$ cat src/rtl/uart_lfsr_tx_top.sv
// rtl/uart_lfsr_tx_top.sv - LFSR byte generator streamed over an 8N1 UART transmitter
module uart_lfsr_tx_top #(
    parameter int         CLKS_PER_BIT = 104,
    parameter logic [7:0] LFSR_SEED    = 8'h01
) (
    input  logic       osc_12m,
    input  logic       resetn,
    output logic       spi_cs,
    output logic [3:0] leds,
    output logic       tx
);

    localparam logic [1:0] S_IDLE  = 2'd0;
    localparam logic [1:0] S_START = 2'd1;
    localparam logic [1:0] S_DATA  = 2'd2;
    localparam logic [1:0] S_STOP  = 2'd3;

    localparam logic [15:0] BAUD_LAST = 16'(CLKS_PER_BIT - 1);

    logic [1:0]  state_q, state_d;
    logic        tx_q, tx_d;
    logic [3:0]  leds_q, leds_d;
    logic [7:0]  lfsr_q, lfsr_d;
    logic [7:0]  shift_q, shift_d;
    logic [2:0]  bit_cnt_q, bit_cnt_d;
    logic [15:0] baud_cnt_q, baud_cnt_d;

    logic        bit_end;
    logic        lfsr_fb;
    logic [7:0]  lfsr_next;

    // Flash must stay deselected so it never contends with the FPGA after configuration.
    assign spi_cs = 1'b1;
    assign leds   = leds_q;
    assign tx     = tx_q;

    assign bit_end   = (baud_cnt_q == BAUD_LAST);
    assign lfsr_fb   = lfsr_q[7] ^ lfsr_q[5] ^ lfsr_q[4] ^ lfsr_q[3];
    assign lfsr_next = {lfsr_q[6:0], lfsr_fb};

    // Next-state logic: tx_d is the line level for the current state, registered one cycle later.
    always_comb begin
        state_d    = state_q;
        tx_d       = 1'b1;
        leds_d     = leds_q;
        lfsr_d     = lfsr_q;
        shift_d    = shift_q;
        bit_cnt_d  = bit_cnt_q;
        baud_cnt_d = baud_cnt_q;
        case (state_q)
            S_IDLE: begin
                // Capture the current LFSR value, then step it; a stuck-at-zero LFSR is reseeded.
                shift_d    = lfsr_q;
                leds_d     = lfsr_q[3:0];
                lfsr_d     = (lfsr_q == 8'h00) ? LFSR_SEED : lfsr_next;
                bit_cnt_d  = 3'd0;
                baud_cnt_d = 16'd0;
                tx_d       = 1'b1;
                state_d    = S_START;
            end
            S_START: begin
                tx_d = 1'b0;
                if (bit_end) begin
                    baud_cnt_d = 16'd0;
                    state_d    = S_DATA;
                end else begin
                    baud_cnt_d = baud_cnt_q + 16'd1;
                end
            end
            S_DATA: begin
                tx_d = shift_q[0];
                if (bit_end) begin
                    baud_cnt_d = 16'd0;
                    shift_d    = {1'b0, shift_q[7:1]};
                    if (bit_cnt_q == 3'd7) begin
                        bit_cnt_d = 3'd0;
                        state_d   = S_STOP;
                    end else begin
                        bit_cnt_d = bit_cnt_q + 3'd1;
                    end
                end else begin
                    baud_cnt_d = baud_cnt_q + 16'd1;
                end
            end
            S_STOP: begin
                tx_d = 1'b1;
                if (bit_end) begin
                    baud_cnt_d = 16'd0;
                    state_d    = S_IDLE;
                end else begin
                    baud_cnt_d = baud_cnt_q + 16'd1;
                end
            end
            default: begin
                state_d = S_IDLE;
            end
        endcase
    end

    // State registers; reset drops any frame in flight and returns the line to idle.
    always_ff @(posedge osc_12m) begin
        if (!resetn) begin
            state_q    <= S_IDLE;
            tx_q       <= 1'b1;
            leds_q     <= 4'h0;
            lfsr_q     <= LFSR_SEED;
            shift_q    <= 8'h00;
            bit_cnt_q  <= 3'd0;
            baud_cnt_q <= 16'd0;
        end else begin
            state_q    <= state_d;
            tx_q       <= tx_d;
            leds_q     <= leds_d;
            lfsr_q     <= lfsr_d;
            shift_q    <= shift_d;
            bit_cnt_q  <= bit_cnt_d;
            baud_cnt_q <= baud_cnt_d;
        end
    end

endmodule

$ cat config.mk
export PLATFORM = sky130hd
export DESIGN_NAME = uart_lfsr_tx_top
export DESIGN_NICKNAME = d
export VERILOG_FILES = /design/src/rtl/uart_lfsr_tx_top.sv
export SDC_FILE = /design/constraint.sdc
export NUM_CORES = 1
export LEC_CHECK = 0
export BUFFER_PORTS_ARGS = -buffer_cell sky130_fd_sc_hd__buf_2
export CAP_MARGIN = 5
export CORE_MARGIN = 1
export CORE_UTILIZATION = 60
export DETAILED_ROUTE_END_ITERATION = 8
export PLACE_DENSITY = 0.83
export SYNTH_ARGS = -nofsm -noshare
export SYNTH_HDL_FRONTEND = slang
export SYNTH_SLANG_ARGS = --single-unit
$ cat constraint.sdc
create_clock -name osc_12m -period 2.5 [get_ports osc_12m]
set_input_delay 0.625 -clock osc_12m [delete_from_list [all_inputs] [get_ports osc_12m]]
set_output_delay 0.625 -clock osc_12m [all_outputs]
set_load 0.01 [all_outputs]
==> out/summary.txt <==
Cells on worst reg2reg path - 7
Seq/Total Area, Yosys - 0.423
Die X - 59.6 um
DRT iter0 DRCs - 88
Clock Pin Slew Worst Setup and Hold Paths - 0.13 ns
Final hold violations - 0
Final worst-path cycle share - 0.763
Core footprint - 3100 um2
Required time worst endpoint - 2.75 ns
Largest area contributor in the synthesized netlist - dfxtp_1
Worst Skew - 0.0184 ns
Layout cells sized above 1 - 0.108
CTS resizes - 0
Gpl congestion - 0.880
Diodes inserted - 0
Number of clock sinks - 42
Starting density of the core - 0.641
Unrepaired setup endpoints after global routing - false
First-pass GRT wire length - 6160 um
CP Cell Sequence - inv_1, ha_1, clkinv_1, nor2_1, buf_4, a21o_1, a211oi_1
WS Path Type - reg -> reg
TritonCTS Buffers - 5
Crit path arrival time - 2.15 ns
Clk_lat worst skew - 0.36 ns
Vias - 1564
Cell count after synthesis - 225
Routed wire length - 3590 um
Max_cap viols - 0
Number of I/O pins - 8
Top cells by area, synth - dfxtp_1 (42%), a211oi_1 (6.0%), mux2i_1 (5.5%)
Mapped Nets - 235
CTS tree - yes
Fmax - 524 MHz
Hold Path Class - reg -> reg
Via/cell ratio - 5.69
Worst-case clock buffer depth - 2
H-tree depth - 2
Async S/R FF share, synth - 0
Fin nets - 240
Num rows - 20
Least-Margin Pin Slew - 0.522 ns
Most numerous cell in the Yosys netlist - dfxtp_1
CP max stage cell - ha_1
Total grt overflow - 0
WHS Path Cells - 1
Post-synth EDFFs - 0
Die span in y - 59.6 um
Ys flop type - dfxtp_1
Port bufs - 6
Synth top cells by count - dfxtp_1 (42), nor2_1 (21), nand2_1 (20)
Final Util - 0.681
Antenna violations before repair - 0
Post-route ant nets - 0
Final total power - 1.84 mW
DRC - 0
Syn-to-layout area delta - 6.29%
Final setup vio count - 0
All-layer global routing usage - 0.235
IR drop worst, VDD - 582 uV
Rel. slew slack - 0.652
Final worst path period need - 1.91 ns
# hold bufs at CTS - 0
Synthesis warning total - 0
CP endpoint kind - flip-flop
Delay of the slowest critical-path stage - 0.49 ns
Root Driver - clkbuf_4
Post-synth top area share - 0.423
Final worst slack - 0.592 ns
Number of different library cells in the post-synthesis netlist - 43
Number of synthesized register bits - 42
Worst slack at placement - 0.595 ns
Post-CTS Setup Inserts - 0
Vias in the first global route - 1339
Cell Area, Synth - 1990 um2
Sum Neg Setup Slack - 0 ns
Largest net degree at the start of global routing - 28
PwrDens - 871 nW/um2
Die area - 3550 um2
Routed len/inst - 13.0 um
Worst-path maximum fanout - 12
Max-slew violations - 0
Mean Syn Cell Area - 8.84 um2
HPWL after DPL - 2470 um
Hold slack - 0.454 ns
1st-pass router iterations - 4
Leakage dissipation - 0.740 nW
Startpoint types - flip-flop
Status - completed
-- logic make-up (layout without fill, tap and decap cells) --
group                    Yosys count  count (layout)  synth area share
adder cells (fa/ha/maj)            8               8            0.0503
XOR/XNOR                          13              13            0.0573
other                              1               1           0.00189
multiplexers                      11              11            0.0554
AND/OR/NAND/NOR                   78              78             0.200
buffers and inverters             25              31            0.0516
AO/OA/AOI/OAI                     47              47             0.160
flip-flops                        42              42             0.423
-- through the flow --
stage | area, um2 | cells
3_5_place_dp | 2050 | 267
2_1_floorplan | 1990 | 225
3_3_place_gp | 2050 | 267
6_report | 2110 | 275
4_1_cts | 2110 | 275
5_1_grt | 2110 | 275
-- worst paths after layout --
| check | start | endpoint | slack [ns] |
|---|---|---|---|
| hold / removal | baud_cnt_q[0] | baud_cnt_q[0] | 0.45 |
| setup / recovery | state_q[1] | shift_q[5] | 0.59 |
| hold reg to reg | baud_cnt_q[0] | baud_cnt_q[0] | 0.45 |
| setup reg to reg | state_q[1] | shift_q[5] | 0.59 |
-- sequential cells by signal (all words and copies together), names as in the netlist --
signal	cells
tx	1
bit_cnt_q	3
state_q	2
shift_q	8
lfsr_q	8
baud_cnt_q	16
leds	4
-- placed cells by master, fill, tap and decap left out, types with 2 or more instances in the layout --
cell type	netlist	final
a21oi_1	15	15
clkbuf_4	0	5
inv_1	10	10
nand2_1	20	20
nand4_1	6	6
ha_1	8	8
a211oi_1	16	16
xor2_1	6	6
buf_2	3	6
a21o_1	2	2
or3_2	2	2
nand3_1	4	4
or3_1	2	2
nor3_1	7	7
a211o_1	4	4
xnor2_1	7	7
mux2i_1	11	11
o21ai_0	3	3
nor2_1	21	21
buf_4	1	5
clkinv_1	2	2
nor4_1	4	4
and4_1	2	2
dfxtp_1	42	42
-- routing by layer --
layer	vias to the layer above	share of wire	track usage
li1	812	-	-
met1	713	0.52	0.350
met2	31	0.42	0.307
met3	8	0.041	0.0830
met4	0	0.020	0.0864
met5	-	0	0
-- critical path: cells and delay by family, from the launching register on --
kind,cells,cell delay [ns]
flops,1,0.34
fa+ha+maj,1,0.49
simple gates,1,0.12
compound gates,2,0.37
buf+inv,3,0.48
-- power breakdown --
group	switching, mW	internal (mW)
clock	0.212	0.136
sequential	0.0842	0.791
combinational	0.365	0.251
-- area by class of cell --
cell class | count | area, um2
clock inverter | 1 | 5.00
tap | 44 | 55.1
multi-input combinational | 158 | 1040
sequential | 42 | 841
clock buffer | 7 | 55.1
fill | 280 | 990
inverter | 12 | 45.0
timing repair buffer | 11 | 67.6
(Power assumes the default switching activity.)
